--- src/rtl/ysyx_23060025_icache_axi_rd_pkg.sv ---
// rtl/ysyx_23060025_icache_axi_rd_pkg.sv - shared AXI constants and read-FSM state encodings
package ysyx_23060025_icache_axi_rd_pkg;

    typedef enum logic [1:0] {
        ST_IDLE     = 2'd0,
        ST_ADDR     = 2'd1,
        ST_DATA     = 2'd2,
        ST_WAIT_REL = 2'd3
    } state_t;

    localparam logic [1:0] AXI_BURST_INCR  = 2'b01;
    localparam logic [1:0] AXI_RESP_OKAY   = 2'b00;
    localparam logic [2:0] AXI_ADDR_SIZE_4 = 3'b010;

endpackage

--- src/rtl/ysyx_23060025_icache_axi_rd.sv ---
// rtl/ysyx_23060025_icache_axi_rd.sv - icache refill burst reader on an AXI read channel
module ysyx_23060025_icache_axi_rd
    import ysyx_23060025_icache_axi_rd_pkg::*;
#(
    parameter int ID_W   = 4,
    parameter int AXI_ID = 0
) (
    input  logic            clock,
    input  logic            reset,
    input  logic [31:0]     in_paddr,
    input  logic            in_psel,
    input  logic [7:0]      in_arlen,
    input  logic [2:0]      in_arsize,
    output logic            out_rvalid,
    output logic            out_rlast,
    output logic [31:0]     out_rdata,
    output logic            out_err,
    output logic            arvalid,
    input  logic            arready,
    output logic [31:0]     araddr,
    output logic [ID_W-1:0] arid,
    output logic [7:0]      arlen,
    output logic [2:0]      arsize,
    output logic [1:0]      arburst,
    input  logic            rvalid,
    output logic            rready,
    input  logic [31:0]     rdata,
    input  logic [1:0]      rresp,
    input  logic            rlast,
    input  logic [ID_W-1:0] rid
);

    localparam logic [ID_W-1:0] ID_VAL = ID_W'(AXI_ID);

    state_t      state;
    state_t      state_next;
    logic [31:0] addr_q;
    logic [7:0]  len_q;
    logic [2:0]  size_q;
    logic [7:0]  beat_cnt;
    logic        r_hs;
    logic        beat_err;
    logic        start;

    assign r_hs  = (state == ST_DATA) && rvalid;
    assign start = (state == ST_IDLE) && in_psel;

    // beat_cnt is the index of the beat being accepted, before increment
    assign beat_err = (rresp != AXI_RESP_OKAY) || (rid != ID_VAL)
                    || (rlast && (beat_cnt != len_q))
                    || (!rlast && (beat_cnt > len_q));

    assign arvalid = (state == ST_ADDR);
    assign rready  = (state == ST_DATA);
    assign araddr  = addr_q;
    assign arlen   = len_q;
    assign arsize  = size_q;
    assign arburst = AXI_BURST_INCR;
    assign arid    = ID_VAL;

    always_comb begin
        state_next = state;
        case (state)
            ST_IDLE:     if (in_psel) state_next = ST_ADDR;
            ST_ADDR:     if (arready) state_next = ST_DATA;
            // a requester that already let go gets no release phase
            ST_DATA:     if (r_hs && rlast) state_next = in_psel ? ST_WAIT_REL : ST_IDLE;
            ST_WAIT_REL: if (!in_psel) state_next = ST_IDLE;
            default:     state_next = ST_IDLE;
        endcase
    end

    always_ff @(posedge clock) begin
        if (!reset) begin
            state      <= ST_IDLE;
            addr_q     <= '0;
            len_q      <= '0;
            size_q     <= '0;
            beat_cnt   <= '0;
            out_rvalid <= 1'b0;
            out_rlast  <= 1'b0;
            out_rdata  <= '0;
            out_err    <= 1'b0;
        end else begin
            state      <= state_next;
            out_rvalid <= r_hs;
            out_rlast  <= r_hs && rlast;
            if (start) begin
                addr_q   <= in_paddr;
                len_q    <= in_arlen;
                size_q   <= in_arsize;
                beat_cnt <= '0;
                out_err  <= 1'b0;
            end
            if (r_hs) begin
                out_rdata <= rdata;
                beat_cnt  <= beat_cnt + 8'd1;
                if (beat_err) out_err <= 1'b1;
            end
        end
    end

endmodule

--- config.mk ---
export PLATFORM = sky130hd
export DESIGN_NAME = ysyx_23060025_icache_axi_rd
export DESIGN_NICKNAME = d
export VERILOG_FILES = /design/src/rtl/ysyx_23060025_icache_axi_rd_pkg.sv /design/src/rtl/ysyx_23060025_icache_axi_rd.sv
export SDC_FILE = /design/constraint.sdc
export NUM_CORES = 1
export LEC_CHECK = 0
export BUFFER_PORTS_ARGS = -buffer_cell sky130_fd_sc_hd__buf_4
export CAP_MARGIN = 20
export CORE_ASPECT_RATIO = 0.75
export CORE_MARGIN = 2
export CORE_UTILIZATION = 49
export DETAILED_ROUTE_END_ITERATION = 10
export PLACE_DENSITY = 0.87
export SLEW_MARGIN = 25
export SYNTH_ARGS = -nofsm -noshare
export SYNTH_HDL_FRONTEND = slang
export SYNTH_SLANG_ARGS = --single-unit
export TNS_END_PERCENT = 20
--- constraint.sdc ---
create_clock -name clock -period 3.3 [get_ports clock]
set_clock_uncertainty 0.2 [all_clocks]
set_input_delay 0.165 -clock clock [delete_from_list [all_inputs] [get_ports clock]]
set_output_delay 0.165 -clock clock [all_outputs]
set_load 0.005 [all_outputs]
# Yosys cells after proc, flatten, opt, wreduce, memory -nomap -nowiden
# Cells that the tools add are included.
# totals
regBits,88
latchBits,0
ram_bits,0
rom_bits,0
inputBits,87
out_inout_bits,86
elab_cells,44
mem_count,0
# op_classes
add_sub_neg,1
n_mul,0
n_div,0
order_cmp,1
eq_ne,8
shifts,0
n_mux,11
bitwise,0
n_reduce_logical,14
# op_table
operator,n
$mux W8,2
$mux W2,5
$add A8 B1 Y8 const B,1
$gt A8 B8 Y1,1
$ne A8 B8 Y1,1
$pmux W2 S4,1
$logic_and A1 B1 Y1,5
$eq A2 B2 Y1 const B,2
$ne A2 B1 Y1 const B,2
$ne A2 B2 Y1 const B,2
$reduce_and A4 Y1,1
$reduce_bool A2 Y1,2
$reduce_bool A4 Y1,1
$logic_or A1 B1 Y1,3
$mux W1,3
$eq A2 B1 Y1 const B,1
$logic_not A2 Y1,1
$logic_not A1 Y1,1

# Longest topological paths before layout
# logic_depth
word_depth,6
depth_mapped,6
ltp_nobuf,6

# Least setup slack after synthesis
# Ideal clock, no wire load.
# synth_path
kind,register -> register
from,register len_q[5] (netlist: arlen[5])
to,register out_err
setup_ns,0.122
t_arrival_ns,1.542
required_time_ns,2.978
setup_slack_ns,1.436
stages_incl_launch_ff,7
path_buffers,0
synth_period_minus_slack_ns,1.864
path_cell_list,dfxtp_1 inv_1 ha_1 a211oi_1 nor2_1 o32a_1 o311a_1
# synth_between
elab_chain_len,6
elab_cells_between_ends,8
classes_between,order compare (1); eq/ne (1); mux (2); reduce/logical (4)
# synth_lines
item,line,rtl
from (decl),ysyx_23060025_icache_axi_rd.sv:38,logic [7:0] len_q;
from (signal assigned),ysyx_23060025_icache_axi_rd.sv:90,len_q <= in_arlen;
"parallel branches: the longest is 3 deep, another holds $gt A8 B8 Y1",-,
$logic_or A1 B1 Y1 (*),ysyx_23060025_icache_axi_rd.sv:51,|| (!rlast && (beat_cnt > len_q));
$mux W1 (*),ysyx_23060025_icache_axi_rd.sv:98,if (beat_err) out_err <= 1'b1;
$mux W1 (*),ysyx_23060025_icache_axi_rd.sv:95,if (r_hs) begin
to (signal assigned),ysyx_23060025_icache_axi_rd.sv:83,out_err <= 1'b0;
to (signal assigned),ysyx_23060025_icache_axi_rd.sv:93,out_err <= 1'b0;
to (signal assigned),ysyx_23060025_icache_axi_rd.sv:98,
to (decl),ysyx_23060025_icache_axi_rd.sv:17,"output logic out_err,"
# Mark *: on every way between the ends.
# A chain may end at the register's enable or synchronous reset.

# Worst setup path after layout
# layout_path
from,register state[1]
to,register out_err
# layout_between
elab_chain_len,5
elab_cells_between_ends,7
classes_between,eq/ne (1); mux (3); reduce/logical (3)
# layout_lines
item,line,rtl
from (decl),ysyx_23060025_icache_axi_rd.sv:35,state_t state;
from (signal assigned),ysyx_23060025_icache_axi_rd.sv:85,state <= state_next;
$logic_not A2 Y1,ysyx_23060025_icache_axi_rd.sv:46,assign start = (state == ST_IDLE) && in_psel;
$logic_and A1 B1 Y1,ysyx_23060025_icache_axi_rd.sv:46,
$mux W1,ysyx_23060025_icache_axi_rd.sv:88,if (start) begin
$mux W1,ysyx_23060025_icache_axi_rd.sv:98,
$mux W1 (*),ysyx_23060025_icache_axi_rd.sv:95,
# Mark *: on every way between the ends. The rest lies on a longest branch, timed or not.

==> metrics.txt <==
Synth top area share=about half; total gr overflow=0; post-layout net count=764; EDFF count, synth=0; H-tree levels=3; placed cells=approximately 660; gr usage total=between 20% and 30%; area of the core=around 6800 um^2; DRT antenna net count=0; area taken by flip-flops and latches=~1800 um^2; Max Slew Vio Count=0; Vias=3,918; IR drop worst, VDD=around 300 uV; area occupied by multi-input gates=1480 um^2; Yosys reg bits=a little under 90; Post-synth ARST share=0%; hold_ws=between 0.2 and 0.25 ns; Row Count=26; min Tclk post-route=around 2.6 ns; Final Cell Area=5714 um^2; Synth Flop Type=dfxtp_1; fmax=about 380 MHz; n_diodes=0; Synth cell types=36; Tightest Pin Transition=between 0.5 and 0.6 ns; CP Launch Type=register; Worst slew margin=a little over 60%; leakage power=approximately 2.5 nW; routed vias/inst=slightly above 5; CTS tree=done; syn avg cell area=between 7 and 8 um^2; Synth area leader=dfxtp_1; met3 wire len=approximately 630 um; Hold Path End=beat_cnt[0]; Gate Count Post-Synth=~430; max cap viols=0; Synth-to-Final Area Change=66.38%; warnings from Yosys=0; FF-to-FF setup slack=~0.7 ns; PD cells=approximately 410 nW/um^2; setup TNS=0 ns; Sink Count=between 80 and 90; DP HPWL=6.450 mm; DIE HEIGHT=approximately 77 um; routed wire length on met2=just under 6 mm; 1st-pass router iterations=4; RePlAce Congestion=0.7748; hold path cells=5; Num CTS Buffers=9; Required @ worst endpoint=between 3 and 4 ns; RSZ-0062 raised after global routing=false; share of cells above drive strength 1=about 28%; Fillers=between 400 and 500; postcts setup bufs=0; total wire length=~11 mm; HP Class=input pin to register; M1 WL=roughly 4.4 mm; Ports=around 170; # DRC=0; initial detailed-routing violation count=approximately 120; routed len/inst=15.08 um; Netlist Area Pre-Place=3435 um^2; largest net degree at the start of global routing=49; Post-synth top cells=nand2_1 (153), dfxtp_1 (88), a21oi_1 (86); count leader, synth=nand2_1; top cells by area, synth=dfxtp_1 (51%), nand2_1 (17%), a21oi_1 (13%); Die Wd=between 100 and 150 um; run status=completed; worst skew pair latency=0.35 ns; hold path start=rvalid; CTS Buffer Depth=2; Arr. time, crit path=roughly 2.6 ns; # port buffers=166; clk root buf=clkbuf_8; Top Layer Used=met4; R2R Path End=out_err; Reg clk slew, reported paths=around 0.090 ns; Die Area=~7700 um^2; Setup-failing EPs final=0; Seq/Total Area, Yosys=about half; vias in the first global route=just under 4,000; first-pass GRT wire length=between 15 and 20 mm; placed inst area=between 4000 and 5000 um^2; Hold Fails Final Rpt=0; Final Non-Filler Cells=757; crit-path max FO=48; RR Startpoint=state[1]; Critical Path End Type=register; critical setup path kind=register to register; final worst path period share=about 79%; Initial Util=roughly 51%; path depth of the worst reg2reg path=5; initial antenna violation count=0
-- registers in the layout, summed over array words and instances, names as in the netlist --
| register | flops |
|---|---|
| araddr | 32 |
| out_rdata | 32 |
| arlen | 8 |
| beat_cnt | 8 |
| arsize | 3 |
| state | 2 |
| out_err | 1 |
| out_rlast | 1 |
| out_rvalid | 1 |
-- metal layers --
metal,up-vias,global-route usage [%]
met5,-,0
met1,1825,31.94
met4,0,14.93
met3,46,8.440
li1,1884,-
met2,163,52.87
-- placed cells by master (no fill, tap or decap), types with 2 or more instances in the layout --
cell type,Yosys,layout
o311ai_0,3,3
dfxtp_1,88,88
nor2_1,11,11
a21oi_1,86,86
o21ai_0,3,3
nand2_1,153,153
dlygate4sd3_1,0,85
or4_1,3,3
nor2b_1,3,3
o211ai_1,2,2
inv_6,0,2
a211oi_1,2,2
inv_1,10,9
nand4_1,3,3
clkinv_4,0,3
nand3_1,4,4
ha_1,9,9
clkbuf_8,0,9
buf_4,6,170
conb_1,2,6
-- cell families (layout without fill, tap and decap cells) --
logic type               count (synthesis)  count (layout)  share of synthesized area, %
AO/OA/AOI/OAI                          102             102                         16.07
adder cells (fa/ha/maj)                  9               9                         3.279
buffers and inverters                   44             281                         6.229
flip-flops                              88              88                         51.29
other                                    2               6                        0.2187
AND/OR/NAND/NOR                        187             187                         22.92
-- layout make-up --
class / instances / area share, %
repair buffers: 255 / 37.22
multi-input cells: 304 / 25.90
clock buffers: 9 / 2.168
clock inverters: 7 / 1.379
well taps: 84 / 1.839
inverters: 10 / 0.6569
flip-flops and latches: 88 / 30.83
-- stage by stage --
stage          worst slack (ns)  utilization [%]  total power [W]
6_report                 0.6964            84.04         0.002329
3_5_place_dp              1.210            68.55         0.001501
3_3_place_gp              1.298            68.55         0.001488
4_1_cts                  0.7194            84.04         0.002327
2_1_floorplan             1.436                -         0.001320
5_1_grt                  0.6358            84.04         0.002417
-- worst max-delay path by stage --
stage,startpoint,endpoint,slack [ns],cells after the start
final,state[1],out_err,0.70,5
after global routing,state[1],out_err,0.64,5
after CTS,state[1],out_err,0.72,5
after detailed placement,state[1],beat_cnt[7],1.21,3
after global placement,state[1],beat_cnt[5],1.30,3
after floorplan,arlen[5],out_err,1.44,6
-- critical path, stage by stage, from the launching register on --
cell           delay [ns]
dfxtp_1              0.45
or3b_4               0.69
nand2_2              0.16
nand3_1              0.06
dlygate4sd3_1        0.56
o311a_1              0.36
-- report_power, final --
group | leakage (nW) | internal (W) | switching (W)
Sequential | 0.716 | 0.00111 | 0.0000362
Combinational | 1.70 | 0.000242 | 0.000185
Clock | 0.104 | 0.000358 | 0.000397
Total | 2.52 | 0.00171 | 0.000618
-- timing repair --
action | 4_1_cts | 5_1_grt
gates resized for setup | 0 | 0
hold buffers | 85 | 0
setup endpoints to repair | 0 | 0
endpoints found under the hold margin | 80 | 0
(Power assumes the default switching activity.)
